File: src/rtl/bilinear_downscale_core.sv
// Bilinear image resampler: reads four source neighbours per output pixel from a
// shared single-port SRAM, blends them in Q8 fixed point and writes the result back.
module bilinear_downscale_core #(
   parameter int ADDR_BITS = 8,
   parameter int DIM_BITS  = 4
) (
   input  logic                    clk,
   input  logic                    reset,
   input  logic                    start,
   input  logic                    step_mode,
   input  logic                    step_pulse,
   input  logic [ADDR_BITS-1:0]    src_base,
   input  logic [ADDR_BITS-1:0]    dst_base,
   input  logic [DIM_BITS-1:0]     src_w,
   input  logic [DIM_BITS-1:0]     src_h,
   input  logic [DIM_BITS-1:0]     dst_w,
   input  logic [DIM_BITS-1:0]     dst_h,
   input  logic [11:0]             scale_x,
   input  logic [11:0]             scale_y,
   output logic                    mem_we,
   output logic [ADDR_BITS-1:0]    mem_addr,
   output logic [7:0]              mem_wdata,
   input  logic [7:0]              mem_rdata,
   output logic                    busy,
   output logic                    done,
   output logic [2*DIM_BITS-1:0]   pix_count
);

   localparam logic [3:0] S_IDLE  = 4'd0;
   localparam logic [3:0] S_COORD = 4'd1;
   localparam logic [3:0] S_RD0   = 4'd2;
   localparam logic [3:0] S_RD1   = 4'd3;
   localparam logic [3:0] S_RD2   = 4'd4;
   localparam logic [3:0] S_RD3   = 4'd5;
   localparam logic [3:0] S_RD4   = 4'd6;
   localparam logic [3:0] S_CALC  = 4'd7;
   localparam logic [3:0] S_WRITE = 4'd8;
   localparam logic [3:0] S_PAUSE = 4'd9;
   localparam logic [3:0] S_FIN   = 4'd10;

   localparam logic [DIM_BITS-1:0]   ZERO_D = {DIM_BITS{1'b0}};
   localparam logic [DIM_BITS-1:0]   ONE_D  = {{(DIM_BITS-1){1'b0}}, 1'b1};
   localparam logic [2*DIM_BITS-1:0] ZERO_P = {(2*DIM_BITS){1'b0}};
   localparam logic [2*DIM_BITS-1:0] ONE_P  = {{(2*DIM_BITS-1){1'b0}}, 1'b1};
   localparam logic [ADDR_BITS-1:0]  ZERO_A = {ADDR_BITS{1'b0}};

   // Integer part of a Q4.8 position, clamped to the last valid column/row.
   function automatic logic [DIM_BITS-1:0] clamp_coord(input logic [DIM_BITS+3:0] pos,
                                                       input logic [DIM_BITS-1:0] lim);
      if (pos > {4'b0000, lim}) begin
         clamp_coord = lim;
      end else begin
         clamp_coord = pos[DIM_BITS-1:0];
      end
   endfunction

   function automatic logic [DIM_BITS-1:0] next_coord(input logic [DIM_BITS-1:0] c,
                                                      input logic [DIM_BITS-1:0] lim);
      if (c < lim) begin
         next_coord = c + ONE_D;
      end else begin
         next_coord = lim;
      end
   endfunction

   // base + row*width + col, wrapping modulo the address space.
   function automatic logic [ADDR_BITS-1:0] lin_addr(input logic [ADDR_BITS-1:0] base,
                                                     input logic [DIM_BITS-1:0]  row,
                                                     input logic [DIM_BITS-1:0]  width,
                                                     input logic [DIM_BITS-1:0]  col);
      logic [2*DIM_BITS-1:0] off;
      off      = {ZERO_D, row} * {ZERO_D, width};
      lin_addr = base + ADDR_BITS'(off) + ADDR_BITS'(col);
   endfunction

   // Weighted sum of four pixels; weights per axis sum to 256, so the rounded result fits 8 bits.
   function automatic logic [7:0] lerp2d(input logic [7:0] p00, input logic [7:0] p01,
                                         input logic [7:0] p10, input logic [7:0] p11,
                                         input logic [7:0] fx,  input logic [7:0] fy);
      logic [8:0]  fx_w, gx_w, fy_w, gy_w;
      logic [25:0] top, bot, acc;
      fx_w   = {1'b0, fx};
      fy_w   = {1'b0, fy};
      gx_w   = 9'd256 - fx_w;
      gy_w   = 9'd256 - fy_w;
      top    = 26'(p00) * 26'(gx_w) + 26'(p01) * 26'(fx_w);
      bot    = 26'(p10) * 26'(gx_w) + 26'(p11) * 26'(fx_w);
      acc    = top * 26'(gy_w) + bot * 26'(fy_w) + 26'd32768;
      lerp2d = 8'(acc >> 16);
   endfunction

   logic [3:0]            state_r;
   logic [ADDR_BITS-1:0]  src_base_r, dst_base_r;
   logic [DIM_BITS-1:0]   src_w_r, src_h_r, dst_w_r, dst_h_r;
   logic [11:0]           scale_x_r, scale_y_r;
   logic                  step_mode_r;
   logic [DIM_BITS-1:0]   ox_r, oy_r;
   logic [DIM_BITS-1:0]   x0_r, x1_r, y0_r, y1_r;
   logic [7:0]            fx_r, fy_r;
   logic [7:0]            p00_r, p01_r, p10_r, p11_r;

   logic [DIM_BITS+11:0]  sx_s, sy_s;
   logic [DIM_BITS-1:0]   xmax_s, ymax_s;
   logic [DIM_BITS-1:0]   x0_s, x1_s, y0_s, y1_s;
   logic                  last_col_s, last_pix_s;
   logic [7:0]            res_s;
   logic [ADDR_BITS-1:0]  wr_addr_s;

   // Source position of the current output pixel, neighbour coordinates and blend result.
   always_comb begin
      sx_s       = {12'h000, ox_r} * {ZERO_D, scale_x_r};
      sy_s       = {12'h000, oy_r} * {ZERO_D, scale_y_r};
      xmax_s     = src_w_r - ONE_D;
      ymax_s     = src_h_r - ONE_D;
      x0_s       = clamp_coord(sx_s[DIM_BITS+11:8], xmax_s);
      y0_s       = clamp_coord(sy_s[DIM_BITS+11:8], ymax_s);
      x1_s       = next_coord(x0_s, xmax_s);
      y1_s       = next_coord(y0_s, ymax_s);
      last_col_s = (ox_r == (dst_w_r - ONE_D));
      last_pix_s = last_col_s && (oy_r == (dst_h_r - ONE_D));
      res_s      = lerp2d(p00_r, p01_r, p10_r, p11_r, fx_r, fy_r);
      wr_addr_s  = lin_addr(dst_base_r, oy_r, dst_w_r, ox_r);
   end

   // Sequencer: one output pixel per COORD..WRITE pass, all SRAM outputs registered.
   always_ff @(posedge clk) begin
      if (reset) begin
         state_r     <= S_IDLE;
         mem_we      <= 1'b0;
         mem_addr    <= ZERO_A;
         mem_wdata   <= 8'h00;
         busy        <= 1'b0;
         done        <= 1'b0;
         pix_count   <= ZERO_P;
         ox_r        <= ZERO_D;
         oy_r        <= ZERO_D;
         src_base_r  <= ZERO_A;
         dst_base_r  <= ZERO_A;
         src_w_r     <= ZERO_D;
         src_h_r     <= ZERO_D;
         dst_w_r     <= ZERO_D;
         dst_h_r     <= ZERO_D;
         scale_x_r   <= 12'h000;
         scale_y_r   <= 12'h000;
         step_mode_r <= 1'b0;
         x0_r        <= ZERO_D;
         x1_r        <= ZERO_D;
         y0_r        <= ZERO_D;
         y1_r        <= ZERO_D;
         fx_r        <= 8'h00;
         fy_r        <= 8'h00;
         p00_r       <= 8'h00;
         p01_r       <= 8'h00;
         p10_r       <= 8'h00;
         p11_r       <= 8'h00;
      end else begin
         case (state_r)
            S_IDLE: begin
               mem_we <= 1'b0;
               if (start) begin
                  src_base_r  <= src_base;
                  dst_base_r  <= dst_base;
                  src_w_r     <= src_w;
                  src_h_r     <= src_h;
                  dst_w_r     <= dst_w;
                  dst_h_r     <= dst_h;
                  scale_x_r   <= scale_x;
                  scale_y_r   <= scale_y;
                  step_mode_r <= step_mode;
                  pix_count   <= ZERO_P;
                  ox_r        <= ZERO_D;
                  oy_r        <= ZERO_D;
                  if ((dst_w == ZERO_D) || (dst_h == ZERO_D)) begin
                     done    <= 1'b1;
                     state_r <= S_FIN;
                  end else begin
                     done    <= 1'b0;
                     busy    <= 1'b1;
                     state_r <= S_COORD;
                  end
               end else begin
                  state_r <= S_IDLE;
               end
            end
            S_COORD: begin
               x0_r     <= x0_s;
               x1_r     <= x1_s;
               y0_r     <= y0_s;
               y1_r     <= y1_s;
               fx_r     <= sx_s[7:0];
               fy_r     <= sy_s[7:0];
               mem_addr <= lin_addr(src_base_r, y0_s, src_w_r, x0_s);
               state_r  <= S_RD0;
            end
            S_RD0: begin
               mem_addr <= lin_addr(src_base_r, y0_r, src_w_r, x1_r);
               state_r  <= S_RD1;
            end
            // Read data trails its address by one cycle.
            S_RD1: begin
               p00_r    <= mem_rdata;
               mem_addr <= lin_addr(src_base_r, y1_r, src_w_r, x0_r);
               state_r  <= S_RD2;
            end
            S_RD2: begin
               p01_r    <= mem_rdata;
               mem_addr <= lin_addr(src_base_r, y1_r, src_w_r, x1_r);
               state_r  <= S_RD3;
            end
            S_RD3: begin
               p10_r   <= mem_rdata;
               state_r <= S_RD4;
            end
            S_RD4: begin
               p11_r   <= mem_rdata;
               state_r <= S_CALC;
            end
            S_CALC: begin
               mem_we    <= 1'b1;
               mem_addr  <= wr_addr_s;
               mem_wdata <= res_s;
               state_r   <= S_WRITE;
            end
            S_WRITE: begin
               mem_we    <= 1'b0;
               pix_count <= pix_count + ONE_P;
               if (last_col_s) begin
                  ox_r <= ZERO_D;
                  oy_r <= oy_r + ONE_D;
               end else begin
                  ox_r <= ox_r + ONE_D;
               end
               if (last_pix_s) begin
                  busy    <= 1'b0;
                  done    <= 1'b1;
                  state_r <= S_FIN;
               end else if (step_mode_r) begin
                  state_r <= S_PAUSE;
               end else begin
                  state_r <= S_COORD;
               end
            end
            S_PAUSE: begin
               if (step_pulse) begin
                  state_r <= S_COORD;
               end else begin
                  state_r <= S_PAUSE;
               end
            end
            S_FIN: begin
               busy    <= 1'b0;
               state_r <= S_IDLE;
            end
            default: begin
               mem_we  <= 1'b0;
               busy    <= 1'b0;
               state_r <= S_IDLE;
            end
         endcase
      end
   end

endmodule

File: config.mk
export PLATFORM = sky130hd
export DESIGN_NAME = bilinear_downscale_core
export DESIGN_NICKNAME = d
export VERILOG_FILES = /design/src/rtl/bilinear_downscale_core.sv
export SDC_FILE = /design/constraint.sdc
export NUM_CORES = 2
export LEC_CHECK = 0
export BUFFER_PORTS_ARGS = -buffer_cell sky130_fd_sc_hd__buf_2
export CAP_MARGIN = 0
export CORE_MARGIN = 2
export CORE_UTILIZATION = 40
export DETAILED_ROUTE_END_ITERATION = 10
export GPL_ROUTABILITY_DRIVEN = 0
export PLACE_DENSITY = 0.58
export REMOVE_ABC_BUFFERS = 1
export SYNTH_ARGS = -nofsm -noshare
export SYNTH_HDL_FRONTEND = slang
export SYNTH_SLANG_ARGS = --single-unit
File: constraint.sdc
create_clock -name clk -period 13 [get_ports clk]
set_input_delay 3.9 -clock clk [delete_from_list [all_inputs] [get_ports clk]]
set_output_delay 3.9 -clock clk [all_outputs]
set_load 0.02 [all_outputs]
==> results.sh <==
export IMPL_finalWorstPathRequiredPeriod_ps=12300
export IMPL_drive_above_1_share_pct=6.08
export IMPL_synth_async_reset_ratio_pct=0
export IMPL_final_hold_viol_count=0
export IMPL_ctsHoldBuffers=0
export IMPL_hp_class="flip-flop to flip-flop"
export IMPL_io_pins=96
export IMPL_cts_sinks=160
export IMPL_path_clk_slew_ps=80
export IMPL_power_density_nw_per_um2=46.9
export IMPL_worst_setup_path_type="flip-flop to flip-flop"
export IMPL_worst_slew_pin_transition_ps=1100
export IMPL_totalNegativeSetupSlack_ps=0
export IMPL_die_width_um=284
export IMPL_grt_ovfl_total=0
export IMPL_initialDrtViolationCount=1197
export IMPL_finish_net_count=4663
export IMPL_core_rowCount=102
export IMPL_grt_first_pass_wirelength_mm=128
export IMPL_critical_path_endpoint_type="flip-flop"
export IMPL_route_detailed_drc=0
export IMPL_maxCapViolCount=0
export IMPL_core_area_sq_um=77500
export IMPL_die_height_um=284
export IMPL_avgViaCountPerCell=4.96
export IMPL_leakagePower_nw=17.3
export IMPL_clock_insertion_delay_worst_skew_ps=490
export IMPL_grt_met3_usage_pct=2.38
export IMPL_synthToLayoutAreaGrowth_pct=7.68
export IMPL_met2_usage_pct=35.2
export IMPL_totalWireLength_mm=77.3
export IMPL_synth_cells=3686
export IMPL_timing_slew_headroom_pct=26.2
export IMPL_largest_registers="scale_x_r: 12 flops, scale_y_r: 12 flops"
export IMPL_numCtsBuffers=17
export IMPL_cts_tree="yes"
export IMPL_cpMaxStageDelayCell="sky130_fd_sc_hd__fa_1"
export IMPL_synth_ff_type="sky130_fd_sc_hd__dfxtp_1"
export IMPL_hold_slack_ps=450
export IMPL_result_of_the_run="finished, final reports clean"
export IMPL_crit_top_cell="sky130_fd_sc_hd__fa_1"
export IMPL_cts_root_to_sink_buffers=2
export IMPL_die_area_sq_um=80400
export IMPL_cp_data_required_time_ps=13380
export IMPL_timing_critical_path_from_type="flip-flop"
export IMPL_grt_setup_unrepaired="false"
export IMPL_antenna_cells_inserted=0
export IMPL_crit_fanout=12
export IMPL_synth_seq_cells=160
export IMPL_setup_violations_final=0
export IMPL_grt_max_degree=66
export IMPL_initial_core_util_pct=40.4
export IMPL_finClkSkew_ps=13.3
export IMPL_grt_busiest_layer="met2"
export IMPL_synth_edf_count=0
export IMPL_detailed_place_hpwl_mm=64.4
export IMPL_dr_pass1_iters=5
export IMPL_buffer_ports_inserted=95
export IMPL_synth_avg_cell_area_sq_um=8.48
export IMPL_via_count=23700
export IMPL_fin_crit_sh_pct=94.6
export IMPL_grt_met1_usage_pct=26.0
export IMPL_grtUsageTotal_pct=19.8
export IMPL_ctsRootBufferMaster="sky130_fd_sc_hd__clkbuf_16"
export IMPL_crit_path_max_incr_delay_ps=570
export IMPL_synthesis_yosys_warnings=0
export IMPL_cts_htree_levels=4
export IMPL_routedWlPerCell_um=16.2
export IMPL_syn_cell_area_sq_um=31300
export IMPL_critical_path_arrival_ps=12680
export IMPL_timing_max_transition_violations_final=0
export IMPL_ir_drop_v=0.000101
export IMPL_antenna_found_initial=3
export IMPL_maximum_achievable_frequency_mhz=81.3
export IMPL_antenna_violating_nets_post_route=0
export IMPL_synthDistinctLibCells=72
export IMPL_ff2ff_setup_slack_ps=700
export IMPL_yosysSeqAreaShare_pct=10.2
export IMPL_power_mw=1.58
export IMPL_grt_pass1_vias=24300
==> worst max-delay path, delay by kind of cell (launching register included) <==
family	cells	cell delay [ps]
buffers and inverters	10	920
xor gates and xnor gates	2	450
DFF	1	420
and+or+nand+nor	8	1440
adders and majority gates	15	6540
AOI/OAI and AO/OA	10	2430
==> placed cells by master (no fill, tap or decap), types with 5 or more instances in the layout <==
cell,netlist,final
sky130_fd_sc_hd__inv_1,748,748
sky130_fd_sc_hd__nor4_1,12,12
sky130_fd_sc_hd__a31oi_1,9,9
sky130_fd_sc_hd__or3_1,11,11
sky130_fd_sc_hd__a211oi_1,11,11
sky130_fd_sc_hd__mux2i_1,17,17
sky130_fd_sc_hd__nor2_1,120,119
sky130_fd_sc_hd__o21ai_0,48,48
sky130_fd_sc_hd__clkinv_8,0,6
sky130_fd_sc_hd__o21ai_1,6,5
sky130_fd_sc_hd__xor2_1,40,39
sky130_fd_sc_hd__buf_2,0,94
sky130_fd_sc_hd__a21o_1,29,29
sky130_fd_sc_hd__o21bai_1,13,13
sky130_fd_sc_hd__and3_1,14,13
sky130_fd_sc_hd__o21a_1,10,10
sky130_fd_sc_hd__xnor2_2,0,10
sky130_fd_sc_hd__a221oi_1,6,6
sky130_fd_sc_hd__nand2b_1,26,26
sky130_fd_sc_hd__dfxtp_1,160,160
sky130_fd_sc_hd__a31o_2,5,5
sky130_fd_sc_hd__o31a_1,5,5
sky130_fd_sc_hd__ha_1,332,332
sky130_fd_sc_hd__nand4_1,10,10
sky130_fd_sc_hd__xnor2_1,82,72
sky130_fd_sc_hd__clkbuf_16,0,17
sky130_fd_sc_hd__nand2_1,591,591
sky130_fd_sc_hd__nor2b_1,16,16
sky130_fd_sc_hd__fa_1,544,544
sky130_fd_sc_hd__a21oi_1,183,182
sky130_fd_sc_hd__buf_4,0,49
sky130_fd_sc_hd__o211a_1,5,5
sky130_fd_sc_hd__and2_1,356,356
sky130_fd_sc_hd__nor3_1,39,38
sky130_fd_sc_hd__a2111oi_0,5,5
sky130_fd_sc_hd__nand3_1,33,32
==> area by class of cell <==
cell class / count / area [sq um]
Clock buffer: 17 / 425
Clock inverter: 15 / 199
Fill cell: 7832 / 43800
Inverter: 749 / 2810
Multi-Input combinational cell: 2645 / 24900
Sequential cell: 160 / 3200
Tap cell: 1040 / 1300
Timing Repair Buffer: 145 / 861
==> layer usage <==
layer	up-vias	wire (um)
li1	11300	-
met1	11900	33500
met2	392	39900
met3	56	2720
met4	0	1200
met5	-	0
==> cells in the mapped netlist, types with 17 or more instances <==
master / number / share of area [%]
sky130_fd_sc_hd__nor2_1: 120 / 1.4
sky130_fd_sc_hd__o21ai_0: 48 / 0.77
sky130_fd_sc_hd__clkbuf_1: 116 / 1.4
sky130_fd_sc_hd__nand2b_1: 26 / 0.52
sky130_fd_sc_hd__nor3_1: 39 / 0.62
sky130_fd_sc_hd__xnor2_1: 82 / 2.3
sky130_fd_sc_hd__mux2i_1: 17 / 0.54
sky130_fd_sc_hd__inv_1: 748 / 9.0
sky130_fd_sc_hd__dfxtp_1: 160 / 10
sky130_fd_sc_hd__ha_1: 332 / 13
sky130_fd_sc_hd__and2_1: 356 / 7.1
sky130_fd_sc_hd__nand3_1: 33 / 0.53
sky130_fd_sc_hd__a21oi_1: 183 / 2.9
sky130_fd_sc_hd__fa_1: 544 / 35
sky130_fd_sc_hd__a21o_1: 29 / 0.70
sky130_fd_sc_hd__nand2_1: 591 / 7.1
sky130_fd_sc_hd__xor2_1: 40 / 1.1
==> per-stage QoR <==
step,cell area (sq um),util (%),setup WS (ps),std cells
floorplan,30800,-,881,3554
global placement,33000,42.5,644,4739
detailed placement,33000,42.5,549,4739
CTS,33600,43.4,533,4771
global route,33700,43.5,51.3,4771
finish,33700,43.5,696,4771
==> cell families after synthesis <==
family                     count (synthesis)  synth area share (%)
AOI/OAI and AO/OA                        378                  7.69
muxes                                     25                 0.924
xor gates and xnor gates                 122                  3.42
adders and majority gates                876                  48.1
and+or+nand+nor                         1244                  19.0
buffers and inverters                    881                  10.6
DFF                                      160                  10.2
==> final timing paths <==
| kind | startpoint | endpoint | depth (start not counted) |
|---|---|---|---|
| max | fx_r[0]$_SDFFE_PP0P_ | mem_wdata[7]$_SDFFE_PP0P_ | 45 |
| min | mem_wdata[4]$_SDFFE_PP0P_ | mem_wdata[4]$_SDFFE_PP0P_ | 2 |
| max reg2reg | fx_r[0]$_SDFFE_PP0P_ | mem_wdata[7]$_SDFFE_PP0P_ | 45 |
| min reg2reg | mem_wdata[4]$_SDFFE_PP0P_ | mem_wdata[4]$_SDFFE_PP0P_ | 2 |
==> timing repair <==
item,CTS,global route
endpoints found under the setup margin,0,1
resized for setup,0,12
buffers inserted,0,0
==> power by group <==
| part | leakage, nW | total [mW] | switching [mW] | internal [mW] |
|---|---|---|---|---|
| sequential | 1.30 | 0.598 | 0.0665 | 0.531 |
| clock | 0.301 | 0.535 | 0.271 | 0.264 |
| combinational | 15.6 | 0.445 | 0.293 | 0.152 |
| total | 17.3 | 1.58 | 0.631 | 0.947 |
Note: power is estimated with default switching activity, not from simulation.
